===== config.mk =====
export PLATFORM = sky130hd
export DESIGN_NAME = tlb_unit_flat
export DESIGN_NICKNAME = d
export VERILOG_FILES = /design/src/rtl/tlb_unit_if.sv /design/src/rtl/tlb_unit.sv /design/src/flat_wrapper.sv
export SDC_FILE = /design/constraint.sdc
export NUM_CORES = 2
export LEC_CHECK = 0
export CAP_MARGIN = 20
export CELL_PAD_IN_SITES_DETAIL_PLACEMENT = 1
export CELL_PAD_IN_SITES_GLOBAL_PLACEMENT = 1
export CORE_MARGIN = 3
export CORE_UTILIZATION = 46
export CTS_CLUSTER_DIAMETER = 50
export DETAILED_ROUTE_END_ITERATION = 6
export GPL_TIMING_DRIVEN = 0
export PLACE_DENSITY_LB_ADDON = 0.1
export SYNTH_ARGS = -nofsm -noshare
export SYNTH_HDL_FRONTEND = slang
export SYNTH_SLANG_ARGS = --single-unit

===== constraint.sdc =====
create_clock -name clk -period 9.06 [get_ports clk]
set_input_delay 2.718 -clock clk [delete_from_list [all_inputs] [get_ports clk]]
set_output_delay 2.718 -clock clk [all_outputs]
set_load 0.02 [all_outputs]

===== src/rtl/tlb_unit_if.sv =====
// rtl/tlb_unit_if.sv - TLB command, CSR exchange and address-translation signal bundle
// The master side drives commands, CSR state and lookup requests; the slave is the TLB.
interface tlb_unit_if #(
  parameter int ENTRY_NUM    = 16,
  parameter int LOOKUP_PORTS = 2,
  parameter int ASID_WID     = 10,
  parameter int PPN_WID      = 20
);
  localparam int IDX_WID = $clog2(ENTRY_NUM);
  localparam int ELO_WID = PPN_WID + 7;

  logic                         cmd_valid;
  logic                         cmd_ready;
  logic [2:0]                   cmd_op;
  logic [4:0]                   inv_op;
  logic [ASID_WID-1:0]          inv_asid;
  logic [18:0]                  inv_vppn;

  logic [ASID_WID-1:0]          csr_asid;
  logic [18:0]                  csr_ehi_vppn;
  logic [IDX_WID-1:0]           csr_idx;
  logic [5:0]                   csr_ps;
  logic                         csr_ne;
  logic [ELO_WID-1:0]           csr_elo0;
  logic [ELO_WID-1:0]           csr_elo1;
  logic                         csr_is_tlbr;

  logic                         csr_we;
  logic [ASID_WID-1:0]          csr_wr_asid;
  logic [18:0]                  csr_wr_vppn;
  logic [IDX_WID-1:0]           csr_wr_idx;
  logic [5:0]                   csr_wr_ps;
  logic                         csr_wr_ne;
  logic [ELO_WID-1:0]           csr_wr_elo0;
  logic [ELO_WID-1:0]           csr_wr_elo1;

  logic [LOOKUP_PORTS-1:0]         lk_req;
  logic [32*LOOKUP_PORTS-1:0]      lk_vaddr;
  logic [LOOKUP_PORTS-1:0]         lk_hit;
  logic [LOOKUP_PORTS-1:0]         lk_v;
  logic [LOOKUP_PORTS-1:0]         lk_d;
  logic [PPN_WID*LOOKUP_PORTS-1:0] lk_ppn;
  logic [2*LOOKUP_PORTS-1:0]       lk_plv;
  logic [2*LOOKUP_PORTS-1:0]       lk_mat;
  logic [LOOKUP_PORTS-1:0]         lk_ps4m;

  modport master (
    output cmd_valid, cmd_op, inv_op, inv_asid, inv_vppn,
    output csr_asid, csr_ehi_vppn, csr_idx, csr_ps, csr_ne, csr_elo0, csr_elo1, csr_is_tlbr,
    output lk_req, lk_vaddr,
    input  cmd_ready,
    input  csr_we, csr_wr_asid, csr_wr_vppn, csr_wr_idx, csr_wr_ps, csr_wr_ne, csr_wr_elo0, csr_wr_elo1,
    input  lk_hit, lk_v, lk_d, lk_ppn, lk_plv, lk_mat, lk_ps4m
  );

  modport slave (
    input  cmd_valid, cmd_op, inv_op, inv_asid, inv_vppn,
    input  csr_asid, csr_ehi_vppn, csr_idx, csr_ps, csr_ne, csr_elo0, csr_elo1, csr_is_tlbr,
    input  lk_req, lk_vaddr,
    output cmd_ready,
    output csr_we, csr_wr_asid, csr_wr_vppn, csr_wr_idx, csr_wr_ps, csr_wr_ne, csr_wr_elo0, csr_wr_elo1,
    output lk_hit, lk_v, lk_d, lk_ppn, lk_plv, lk_mat, lk_ps4m
  );
endinterface


===== src/rtl/tlb_unit.sv =====
// rtl/tlb_unit.sv - fully associative TLB with registered lookup ports and TLB maintenance commands
// Entries hold elo without the g bit; the entry-wide g is reinserted on TLBRD.
module tlb_unit #(
  parameter int ENTRY_NUM    = 16,
  parameter int LOOKUP_PORTS = 2,
  parameter int INV_LANES    = 4,
  parameter int ASID_WID     = 10,
  parameter int PPN_WID      = 20
) (
  input logic       clk,
  input logic       rst,
  tlb_unit_if.slave bus
);
  localparam int IDX_WID = $clog2(ENTRY_NUM);
  localparam int ELO_WID = PPN_WID + 7;
  localparam int GROUPS  = ENTRY_NUM / INV_LANES;
  localparam int PTR_WID = (GROUPS > 1) ? $clog2(GROUPS) : 1;

  localparam logic [2:0] OP_SRCH = 3'd0;
  localparam logic [2:0] OP_RD   = 3'd1;
  localparam logic [2:0] OP_WR   = 3'd2;
  localparam logic [2:0] OP_FILL = 3'd3;
  localparam logic [2:0] OP_INV  = 3'd4;
  localparam logic [5:0] PS_4K   = 6'd12;
  localparam logic [5:0] PS_4M   = 6'd21;

  typedef enum logic [1:0] {ST_IDLE, ST_RESP, ST_INV_SWEEP} state_t;

  state_t state_q, state_d;

  logic                e_q    [ENTRY_NUM];
  logic                g_q    [ENTRY_NUM];
  logic [ASID_WID-1:0] asid_q [ENTRY_NUM];
  logic [18:0]         vppn_q [ENTRY_NUM];
  logic [5:0]          ps_q   [ENTRY_NUM];
  logic [ELO_WID-2:0]  elo0_q [ENTRY_NUM];
  logic [ELO_WID-2:0]  elo1_q [ENTRY_NUM];

  logic [15:0]         lfsr_q, lfsr_d;
  logic [PTR_WID-1:0]  ptr_q, ptr_d;
  logic [4:0]          inv_op_q, inv_op_d;
  logic [ASID_WID-1:0] inv_asid_q, inv_asid_d;
  logic [18:0]         inv_vppn_q, inv_vppn_d;

  logic                rsp_ne_q, rsp_ne_d;
  logic [IDX_WID-1:0]  rsp_idx_q, rsp_idx_d;
  logic [18:0]         rsp_vppn_q, rsp_vppn_d;
  logic [5:0]          rsp_ps_q, rsp_ps_d;
  logic [ASID_WID-1:0] rsp_asid_q, rsp_asid_d;
  logic [ELO_WID-1:0]  rsp_elo0_q, rsp_elo0_d;
  logic [ELO_WID-1:0]  rsp_elo1_q, rsp_elo1_d;

  logic                cmd_ready, csr_we, wr_en, wr_e;
  logic [IDX_WID-1:0]  wr_idx;
  logic                srch_found;
  logic [IDX_WID-1:0]  srch_idx;
  logic                inv_clr [ENTRY_NUM];

  function automatic logic vppn_eq(input logic [18:0] a, input logic [18:0] b, input logic [5:0] ps);
    if (ps == PS_4M) return a[18:9] == b[18:9];
    return a == b;
  endfunction

  function automatic logic inv_sel(input logic [4:0] op, input logic g, input logic am, input logic vm);
    case (op)
      5'd0, 5'd1: return 1'b1;
      5'd2:       return g;
      5'd3:       return ~g;
      5'd4:       return ~g & am;
      5'd5:       return ~g & am & vm;
      5'd6:       return (g | am) & vm;
      default:    return 1'b0;
    endcase
  endfunction

  // 16-bit maximal-length Fibonacci LFSR (x^16+x^14+x^13+x^11+1); low bits pick the FILL victim.
  assign lfsr_d = {lfsr_q[14:0], lfsr_q[15] ^ lfsr_q[13] ^ lfsr_q[12] ^ lfsr_q[10]};

  always_comb begin
    srch_found = 1'b0;
    srch_idx   = '0;
    for (int i = ENTRY_NUM - 1; i >= 0; i--) begin
      if (e_q[i] && (g_q[i] || asid_q[i] == bus.csr_asid) &&
          vppn_eq(vppn_q[i], bus.csr_ehi_vppn, ps_q[i])) begin
        srch_found = 1'b1;
        srch_idx   = IDX_WID'(i);
      end
    end
  end

  always_comb begin
    for (int i = 0; i < ENTRY_NUM; i++) begin
      inv_clr[i] = (state_q == ST_INV_SWEEP) && ((i / INV_LANES) == int'(ptr_q)) &&
                   inv_sel(inv_op_q, g_q[i], asid_q[i] == inv_asid_q,
                           vppn_eq(vppn_q[i], inv_vppn_q, ps_q[i]));
    end
  end

  assign wr_idx = (bus.cmd_op == OP_FILL) ? lfsr_q[IDX_WID-1:0] : bus.csr_idx;
  assign wr_e   = bus.csr_is_tlbr ? ~bus.csr_ne : 1'b1;

  always_comb begin
    state_d    = state_q;
    ptr_d      = ptr_q;
    inv_op_d   = inv_op_q;
    inv_asid_d = inv_asid_q;
    inv_vppn_d = inv_vppn_q;
    rsp_ne_d   = rsp_ne_q;
    rsp_idx_d  = rsp_idx_q;
    rsp_vppn_d = rsp_vppn_q;
    rsp_ps_d   = rsp_ps_q;
    rsp_asid_d = rsp_asid_q;
    rsp_elo0_d = rsp_elo0_q;
    rsp_elo1_d = rsp_elo1_q;
    cmd_ready  = 1'b0;
    csr_we     = 1'b0;
    wr_en      = 1'b0;
    case (state_q)
      ST_IDLE: begin
        cmd_ready = 1'b1;
        if (bus.cmd_valid) begin
          case (bus.cmd_op)
            OP_SRCH: begin
              rsp_ne_d  = ~srch_found;
              rsp_idx_d = srch_found ? srch_idx : bus.csr_idx;
              state_d   = ST_RESP;
            end
            OP_RD: begin
              rsp_idx_d = bus.csr_idx;
              state_d   = ST_RESP;
              if (e_q[bus.csr_idx]) begin
                rsp_ne_d   = 1'b0;
                rsp_vppn_d = vppn_q[bus.csr_idx];
                rsp_ps_d   = ps_q[bus.csr_idx];
                rsp_asid_d = asid_q[bus.csr_idx];
                rsp_elo0_d = {elo0_q[bus.csr_idx][ELO_WID-2:6], g_q[bus.csr_idx], elo0_q[bus.csr_idx][5:0]};
                rsp_elo1_d = {elo1_q[bus.csr_idx][ELO_WID-2:6], g_q[bus.csr_idx], elo1_q[bus.csr_idx][5:0]};
              end else begin
                rsp_ne_d   = 1'b1;
                rsp_vppn_d = '0;
                rsp_ps_d   = '0;
                rsp_asid_d = '0;
                rsp_elo0_d = '0;
                rsp_elo1_d = '0;
              end
            end
            OP_WR, OP_FILL: wr_en = 1'b1;
            OP_INV: begin
              inv_op_d   = bus.inv_op;
              inv_asid_d = bus.inv_asid;
              inv_vppn_d = bus.inv_vppn;
              ptr_d      = '0;
              state_d    = ST_INV_SWEEP;
            end
            default: ;
          endcase
        end
      end
      ST_RESP: begin
        csr_we  = 1'b1;
        state_d = ST_IDLE;
      end
      ST_INV_SWEEP: begin
        ptr_d = ptr_q + 1'b1;
        if (ptr_q == PTR_WID'(GROUPS - 1)) begin
          ptr_d   = '0;
          state_d = ST_IDLE;
        end
      end
      default: state_d = ST_IDLE;
    endcase
  end

  always_ff @(posedge clk or posedge rst) begin
    if (rst) begin
      state_q    <= ST_IDLE;
      lfsr_q     <= 16'h0001;
      ptr_q      <= '0;
      inv_op_q   <= '0;
      inv_asid_q <= '0;
      inv_vppn_q <= '0;
      rsp_ne_q   <= 1'b0;
      rsp_idx_q  <= '0;
      rsp_vppn_q <= '0;
      rsp_ps_q   <= '0;
      rsp_asid_q <= '0;
      rsp_elo0_q <= '0;
      rsp_elo1_q <= '0;
    end else begin
      state_q    <= state_d;
      lfsr_q     <= lfsr_d;
      ptr_q      <= ptr_d;
      inv_op_q   <= inv_op_d;
      inv_asid_q <= inv_asid_d;
      inv_vppn_q <= inv_vppn_d;
      rsp_ne_q   <= rsp_ne_d;
      rsp_idx_q  <= rsp_idx_d;
      rsp_vppn_q <= rsp_vppn_d;
      rsp_ps_q   <= rsp_ps_d;
      rsp_asid_q <= rsp_asid_d;
      rsp_elo0_q <= rsp_elo0_d;
      rsp_elo1_q <= rsp_elo1_d;
    end
  end

  always_ff @(posedge clk or posedge rst) begin
    if (rst) begin
      for (int i = 0; i < ENTRY_NUM; i++) e_q[i] <= 1'b0;
    end else begin
      for (int i = 0; i < ENTRY_NUM; i++) begin
        if (wr_en && wr_idx == IDX_WID'(i)) e_q[i] <= wr_e;
        else if (inv_clr[i])                e_q[i] <= 1'b0;
      end
    end
  end

  // Payload fields are meaningless while e=0, so they carry no reset.
  always_ff @(posedge clk) begin
    if (wr_en) begin
      g_q[wr_idx]    <= bus.csr_elo0[6] & bus.csr_elo1[6];
      asid_q[wr_idx] <= bus.csr_asid;
      vppn_q[wr_idx] <= bus.csr_ehi_vppn;
      ps_q[wr_idx]   <= bus.csr_ps;
      elo0_q[wr_idx] <= {bus.csr_elo0[ELO_WID-1:7], bus.csr_elo0[5:0]};
      elo1_q[wr_idx] <= {bus.csr_elo1[ELO_WID-1:7], bus.csr_elo1[5:0]};
    end
  end

  logic [LOOKUP_PORTS-1:0]         lk_found, lk_odd;
  logic [IDX_WID-1:0]              lk_idx [LOOKUP_PORTS];
  logic [ELO_WID-2:0]              lk_elo [LOOKUP_PORTS];
  logic [LOOKUP_PORTS-1:0]         lk_hit_q, lk_v_q, lk_d_q, lk_ps4m_q;
  logic [PPN_WID*LOOKUP_PORTS-1:0] lk_ppn_q;
  logic [2*LOOKUP_PORTS-1:0]       lk_plv_q, lk_mat_q;
  logic                            lk_vaddr_unused;

  always_comb begin
    lk_found        = '0;
    lk_odd          = '0;
    lk_vaddr_unused = 1'b0;
    for (int p = 0; p < LOOKUP_PORTS; p++) begin
      lk_idx[p] = '0;
      for (int i = ENTRY_NUM - 1; i >= 0; i--) begin
        if (e_q[i] && (g_q[i] || asid_q[i] == bus.csr_asid) &&
            vppn_eq(vppn_q[i], bus.lk_vaddr[32*p+13 +: 19], ps_q[i])) begin
          lk_found[p] = 1'b1;
          lk_idx[p]   = IDX_WID'(i);
        end
      end
      lk_odd[p] = (ps_q[lk_idx[p]] == PS_4M) ? bus.lk_vaddr[32*p+21] : bus.lk_vaddr[32*p+12];
      lk_elo[p] = lk_odd[p] ? elo1_q[lk_idx[p]] : elo0_q[lk_idx[p]];
      lk_vaddr_unused = lk_vaddr_unused ^ (^bus.lk_vaddr[32*p +: 12]);
    end
  end

  always_ff @(posedge clk or posedge rst) begin
    if (rst) begin
      lk_hit_q  <= '0;
      lk_v_q    <= '0;
      lk_d_q    <= '0;
      lk_ps4m_q <= '0;
      lk_ppn_q  <= '0;
      lk_plv_q  <= '0;
      lk_mat_q  <= '0;
    end else begin
      for (int p = 0; p < LOOKUP_PORTS; p++) begin
        lk_hit_q[p] <= bus.lk_req[p] & lk_found[p];
        if (bus.lk_req[p]) begin
          lk_v_q[p]                      <= lk_found[p] & lk_elo[p][0];
          lk_d_q[p]                      <= lk_found[p] & lk_elo[p][1];
          lk_plv_q[2*p +: 2]             <= lk_found[p] ? lk_elo[p][3:2] : 2'b00;
          lk_mat_q[2*p +: 2]             <= lk_found[p] ? lk_elo[p][5:4] : 2'b00;
          lk_ppn_q[PPN_WID*p +: PPN_WID] <= lk_found[p] ? lk_elo[p][ELO_WID-2:6] : '0;
          lk_ps4m_q[p]                   <= lk_found[p] & (ps_q[lk_idx[p]] != PS_4K);
        end
      end
    end
  end

  assign bus.cmd_ready   = cmd_ready;
  assign bus.csr_we      = csr_we;
  assign bus.csr_wr_ne   = rsp_ne_q;
  assign bus.csr_wr_idx  = rsp_idx_q;
  assign bus.csr_wr_vppn = rsp_vppn_q;
  assign bus.csr_wr_ps   = rsp_ps_q;
  assign bus.csr_wr_asid = rsp_asid_q;
  assign bus.csr_wr_elo0 = rsp_elo0_q;
  assign bus.csr_wr_elo1 = rsp_elo1_q;
  assign bus.lk_hit      = lk_hit_q;
  assign bus.lk_v        = lk_v_q;
  assign bus.lk_d        = lk_d_q;
  assign bus.lk_ppn      = lk_ppn_q;
  assign bus.lk_plv      = lk_plv_q;
  assign bus.lk_mat      = lk_mat_q;
  assign bus.lk_ps4m     = lk_ps4m_q;
endmodule

===== src/flat_wrapper.sv =====
// flat-port wrapper written by rule: the top's interface ports become plain ports
module tlb_unit_flat 
#(
  parameter int ENTRY_NUM    = 16,
  parameter int LOOKUP_PORTS = 2,
  parameter int INV_LANES    = 4,
  parameter int ASID_WID     = 10,
  parameter int PPN_WID      = 20
)
  (clk, rst, bus_cmd_valid, bus_cmd_op, bus_inv_op, bus_inv_asid, bus_inv_vppn, bus_csr_asid, bus_csr_ehi_vppn, bus_csr_idx, bus_csr_ps, bus_csr_ne, bus_csr_elo0, bus_csr_elo1, bus_csr_is_tlbr, bus_lk_req, bus_lk_vaddr, bus_cmd_ready, bus_csr_we, bus_csr_wr_asid, bus_csr_wr_vppn, bus_csr_wr_idx, bus_csr_wr_ps, bus_csr_wr_ne, bus_csr_wr_elo0, bus_csr_wr_elo1, bus_lk_hit, bus_lk_v, bus_lk_d, bus_lk_ppn, bus_lk_plv, bus_lk_mat, bus_lk_ps4m);
  tlb_unit_if #(.ENTRY_NUM(ENTRY_NUM), .LOOKUP_PORTS(LOOKUP_PORTS), .ASID_WID(ASID_WID), .PPN_WID(PPN_WID)) bus_i ();
  input logic clk;
  input logic rst;
  input wire logic [$bits(bus_i.cmd_valid)-1:0] bus_cmd_valid;
  input wire logic [$bits(bus_i.cmd_op)-1:0] bus_cmd_op;
  input wire logic [$bits(bus_i.inv_op)-1:0] bus_inv_op;
  input wire logic [$bits(bus_i.inv_asid)-1:0] bus_inv_asid;
  input wire logic [$bits(bus_i.inv_vppn)-1:0] bus_inv_vppn;
  input wire logic [$bits(bus_i.csr_asid)-1:0] bus_csr_asid;
  input wire logic [$bits(bus_i.csr_ehi_vppn)-1:0] bus_csr_ehi_vppn;
  input wire logic [$bits(bus_i.csr_idx)-1:0] bus_csr_idx;
  input wire logic [$bits(bus_i.csr_ps)-1:0] bus_csr_ps;
  input wire logic [$bits(bus_i.csr_ne)-1:0] bus_csr_ne;
  input wire logic [$bits(bus_i.csr_elo0)-1:0] bus_csr_elo0;
  input wire logic [$bits(bus_i.csr_elo1)-1:0] bus_csr_elo1;
  input wire logic [$bits(bus_i.csr_is_tlbr)-1:0] bus_csr_is_tlbr;
  input wire logic [$bits(bus_i.lk_req)-1:0] bus_lk_req;
  input wire logic [$bits(bus_i.lk_vaddr)-1:0] bus_lk_vaddr;
  output wire logic [$bits(bus_i.cmd_ready)-1:0] bus_cmd_ready;
  output wire logic [$bits(bus_i.csr_we)-1:0] bus_csr_we;
  output wire logic [$bits(bus_i.csr_wr_asid)-1:0] bus_csr_wr_asid;
  output wire logic [$bits(bus_i.csr_wr_vppn)-1:0] bus_csr_wr_vppn;
  output wire logic [$bits(bus_i.csr_wr_idx)-1:0] bus_csr_wr_idx;
  output wire logic [$bits(bus_i.csr_wr_ps)-1:0] bus_csr_wr_ps;
  output wire logic [$bits(bus_i.csr_wr_ne)-1:0] bus_csr_wr_ne;
  output wire logic [$bits(bus_i.csr_wr_elo0)-1:0] bus_csr_wr_elo0;
  output wire logic [$bits(bus_i.csr_wr_elo1)-1:0] bus_csr_wr_elo1;
  output wire logic [$bits(bus_i.lk_hit)-1:0] bus_lk_hit;
  output wire logic [$bits(bus_i.lk_v)-1:0] bus_lk_v;
  output wire logic [$bits(bus_i.lk_d)-1:0] bus_lk_d;
  output wire logic [$bits(bus_i.lk_ppn)-1:0] bus_lk_ppn;
  output wire logic [$bits(bus_i.lk_plv)-1:0] bus_lk_plv;
  output wire logic [$bits(bus_i.lk_mat)-1:0] bus_lk_mat;
  output wire logic [$bits(bus_i.lk_ps4m)-1:0] bus_lk_ps4m;
  assign bus_i.cmd_valid = bus_cmd_valid;
  assign bus_i.cmd_op = bus_cmd_op;
  assign bus_i.inv_op = bus_inv_op;
  assign bus_i.inv_asid = bus_inv_asid;
  assign bus_i.inv_vppn = bus_inv_vppn;
  assign bus_i.csr_asid = bus_csr_asid;
  assign bus_i.csr_ehi_vppn = bus_csr_ehi_vppn;
  assign bus_i.csr_idx = bus_csr_idx;
  assign bus_i.csr_ps = bus_csr_ps;
  assign bus_i.csr_ne = bus_csr_ne;
  assign bus_i.csr_elo0 = bus_csr_elo0;
  assign bus_i.csr_elo1 = bus_csr_elo1;
  assign bus_i.csr_is_tlbr = bus_csr_is_tlbr;
  assign bus_i.lk_req = bus_lk_req;
  assign bus_i.lk_vaddr = bus_lk_vaddr;
  assign bus_cmd_ready = bus_i.cmd_ready;
  assign bus_csr_we = bus_i.csr_we;
  assign bus_csr_wr_asid = bus_i.csr_wr_asid;
  assign bus_csr_wr_vppn = bus_i.csr_wr_vppn;
  assign bus_csr_wr_idx = bus_i.csr_wr_idx;
  assign bus_csr_wr_ps = bus_i.csr_wr_ps;
  assign bus_csr_wr_ne = bus_i.csr_wr_ne;
  assign bus_csr_wr_elo0 = bus_i.csr_wr_elo0;
  assign bus_csr_wr_elo1 = bus_i.csr_wr_elo1;
  assign bus_lk_hit = bus_i.lk_hit;
  assign bus_lk_v = bus_i.lk_v;
  assign bus_lk_d = bus_i.lk_d;
  assign bus_lk_ppn = bus_i.lk_ppn;
  assign bus_lk_plv = bus_i.lk_plv;
  assign bus_lk_mat = bus_i.lk_mat;
  assign bus_lk_ps4m = bus_i.lk_ps4m;
  tlb_unit #(.ENTRY_NUM(ENTRY_NUM), .LOOKUP_PORTS(LOOKUP_PORTS), .INV_LANES(INV_LANES), .ASID_WID(ASID_WID), .PPN_WID(PPN_WID)) u_core (.clk(clk), .rst(rst), .bus(bus_i));
endmodule

==> results.yml <==
timing:
  layout_setup_ws_ns: -0.197
  fin_crit_ns: 9.26
  drv_slew: 0
  skew_ns: 0.0590
  worstMarginPinSlew_ns: 1.40
  fmax_mhz: 108
  slew_headroom: 0.0651
  holdWs_ns: 0.348
  setup_viol: 15
  period_share: 1.02
  rsz0062_at_grt: "no"
  final-hold-violation-count: 0
setup_path:
  r2r_cells: 20
  arrival_ns: 10.09
  crit_required_ns: 9.89
  crit_type: "primary input to register"
  endpoint_kind: "register"
  start_kind: "primary input"
  cp_max_fo: 10
clock_tree:
  cts_tree: "yes"
  clk_latency_ns: 0.93
  cts_made_buffers: 218
  clock_path_buffers: 3
  cts_sinks: 1627
  clkSlewWorstSetupHoldPaths_ns: 0.06
  h-tree-depth: 4
  cts_root_buffer: "clkbuf_16"
global_routing:
  grt_max_degree: 86
  grt_pass1_vias: 82598
  grt.overflow.total: 0
  grt_first_pass_wirelength_um: 707000
  grt_util_all_layers: 0.464
  antenna_found_initial: 57
detailed_routing:
  wl_um: 527000
  ant_nets: 0
  num_vias: 84392
  drc: 71
  wire_per_inst_um: 45.0
  drtIter0Drc: 15312
  first_pass_iters: 7
  viasPerCell: 7.21
job:
  maxCapViolations: 0
synth:
  seq_area_frac_synth: 0.483
  synthTopCellsByArea: "edfxtp_1 (43%), mux4_2 (12%), xor2_1 (8.2%)"
  synth.largest_area_cell: "edfxtp_1"
  yosysTopAreaCellShare: 0.428
  synthMostInstantiatedCell: "edfxtp_1"
  synth_ff_type: "edfxtp_1"
  ys_ff_latch: 1627
  syn_area_um2: 98900
  syn_area_per_cell_um2: 12.5
  ys_top_cells_by_count: "edfxtp_1 (1408), xor2_1 (925), xnor2_1 (631)"
  async_flop_share: 0.135
  yosysUniqueCellTypes: 88
  yosysWarnings: 0
  synth_edf_count: 1408
  syn_nets: 8107
  synth_cells: 7902
cells_and_area:
  layout.cells.non_filler: 11709
  fillCellCount: 21154
  fin_nets: 8855
  area_growth_pct: 19.0
  drive_gt1_frac: 0.185
  final_cell_area_um2: 118000
die:
  die_y_um: 470
  initial_core_util: 0.464
  dieArea_um2: 221000
  fp.coreArea_um2: 213000
  rows: 169
  die_w_um: 470
  io_pins: 353
power_and_ir_drop:
  power.density_nw_per_um2: 197
  irDropWorstVdd_v: 0.000180
  p_leak_nw: 39.8
place:
  dp_hpwl_um: 392000
  dpl_cell_area_um2: 109000
  portBuffers: 288
  post-place-cells: 11220
  gp_congestion: 1.03
status:
  violations: "DRC, setup timing"
  outcome: "finished, violations left"
hold_path:
  hold_class: "register to register"
  hold_depth: 0
-- placed cells by master, fill, tap and decap left out, types with 92 or more instances in the layout --
master / count
xnor2_1: 631
a222oi_1: 92
nor3_1: 104
clkbuf_1: 501
edfxtp_1: 1408
nand2_1: 578
clkdlybuf4s50_1: 275
nand3_1: 163
o22ai_1: 162
mux2i_1: 456
nor2b_1: 118
xor2_1: 925
a31oi_1: 117
clkbuf_2: 94
nor2_1: 162
dfrtp_1: 218
mux4_2: 521
nor4_1: 282
clkbuf_16: 221
nand4_1: 141
buf_2: 201
buf_1: 128
-- routing by layer --
metal / global-route usage / up-vias / wire [um]
met4: 0.256 / 32 / 35100
met3: 0.199 / 1748 / 80500
met2: 0.655 / 7324 / 218000
met1: 0.598 / 43546 / 193000
met5: 0 / - / 251
li1: - / 31742 / -
-- sequential cells by signal, summed over array words and instances, names as in the netlist, 19 cells and up --
register	flops
u_core.bus.lk_ppn	40
u_core.elo0_q	416
u_core.bus.csr_wr_vppn	19
u_core.ps_q	96
u_core.vppn_q	304
u_core.bus.csr_wr_elo1	27
u_core.elo1_q	416
u_core.bus.csr_wr_elo0	26
u_core.asid_q	160
u_core.inv_vppn_q	19
-- cell type report --
type | instances | area (um2) | share of cell area
multi-input cells | 5336 | 47600 | 0.404
diodes | 41 | 103 | 0.000872
repair buffers | 529 | 6840 | 0.0581
plain buffers | 917 | 4030 | 0.0342
well taps | 2821 | 3530 | 0.0300
inverters | 21 | 86.3 | 0.000734
clock buffers | 279 | 6050 | 0.0514
clock inverters | 138 | 1710 | 0.0145
flip-flops and latches | 1627 | 47800 | 0.406
-- report_power, final --
part,switching [W],internal [W]
registers,0.000367,0.00849
clock network,0.00383,0.00543
logic,0.00314,0.00189
-- through the flow --
stage,util,total power [W],TNS [ns],worst slack (ns)
global placement,0.494,0.0135,-,-8.75
CTS,0.550,0.0230,0,0.00120
global route,0.552,0.0236,0,0.0175
floorplan,-,0.0114,0,0.327
detailed placement,0.513,0.0138,-74.97,-1.95
finish,0.553,0.0231,-1.07,-0.197
-- timing repair --
action,CTS,global route
pin swaps,2,1
setup buffers,2,1
hold buffers,0,0
endpoints found under the setup margin,49,52
cloned,0,0
gates resized for setup,67,34
hold endpoints to repair,0,0
-- logic make-up after synthesis --
| group | count (synthesis) | share of synthesized area |
|---|---|---|
| and+or+nand+nor | 1711 | 0.0880 |
| adders and majority gates | 4 | 0.000506 |
| DFF | 1627 | 0.483 |
| AOI/OAI and AO/OA | 1016 | 0.0769 |
| buffers and inverters | 939 | 0.0407 |
| xor gates and xnor gates | 1556 | 0.138 |
| muxes | 1049 | 0.173 |
-- worst max-delay path, cell delays in order --
cell             delay, ns
clkdlybuf4s50_1       0.59
buf_2                 0.51
buf_2                 0.59
xnor2_1               0.18
nand3_1               0.10
nor4_1                0.95
o2111ai_1             0.17
a211oi_1              0.46
a211oi_2              0.16
o21ai_2               0.54
clkbuf_2              0.46
clkbuf_2              0.57
clkdlybuf4s15_2       0.66
nand2_1               0.11
nand3_1               0.11
o221ai_1              0.53
o22ai_1               0.38
nor4_1                0.10
mux2i_1               0.14
-- path summary, 6_finish.rpt --
check / from / end / slack (ns)
max in group asynchronous: rst / u_core.inv_asid_q[8] / 5.36
max reg2reg: u_core.ps_q[6][5] / u_core.bus.lk_ppn[35] / 1.85
min: u_core.lfsr_q[6] / u_core.lfsr_q[7] / 0.35
max: bus_lk_vaddr[21] / u_core.bus.lk_ppn[8] / -0.20
min reg2reg: u_core.lfsr_q[6] / u_core.lfsr_q[7] / 0.35
min in group asynchronous: rst / u_core.bus.lk_ppn[28] / 2.23
Note: power is estimated with default switching activity, not from simulation.
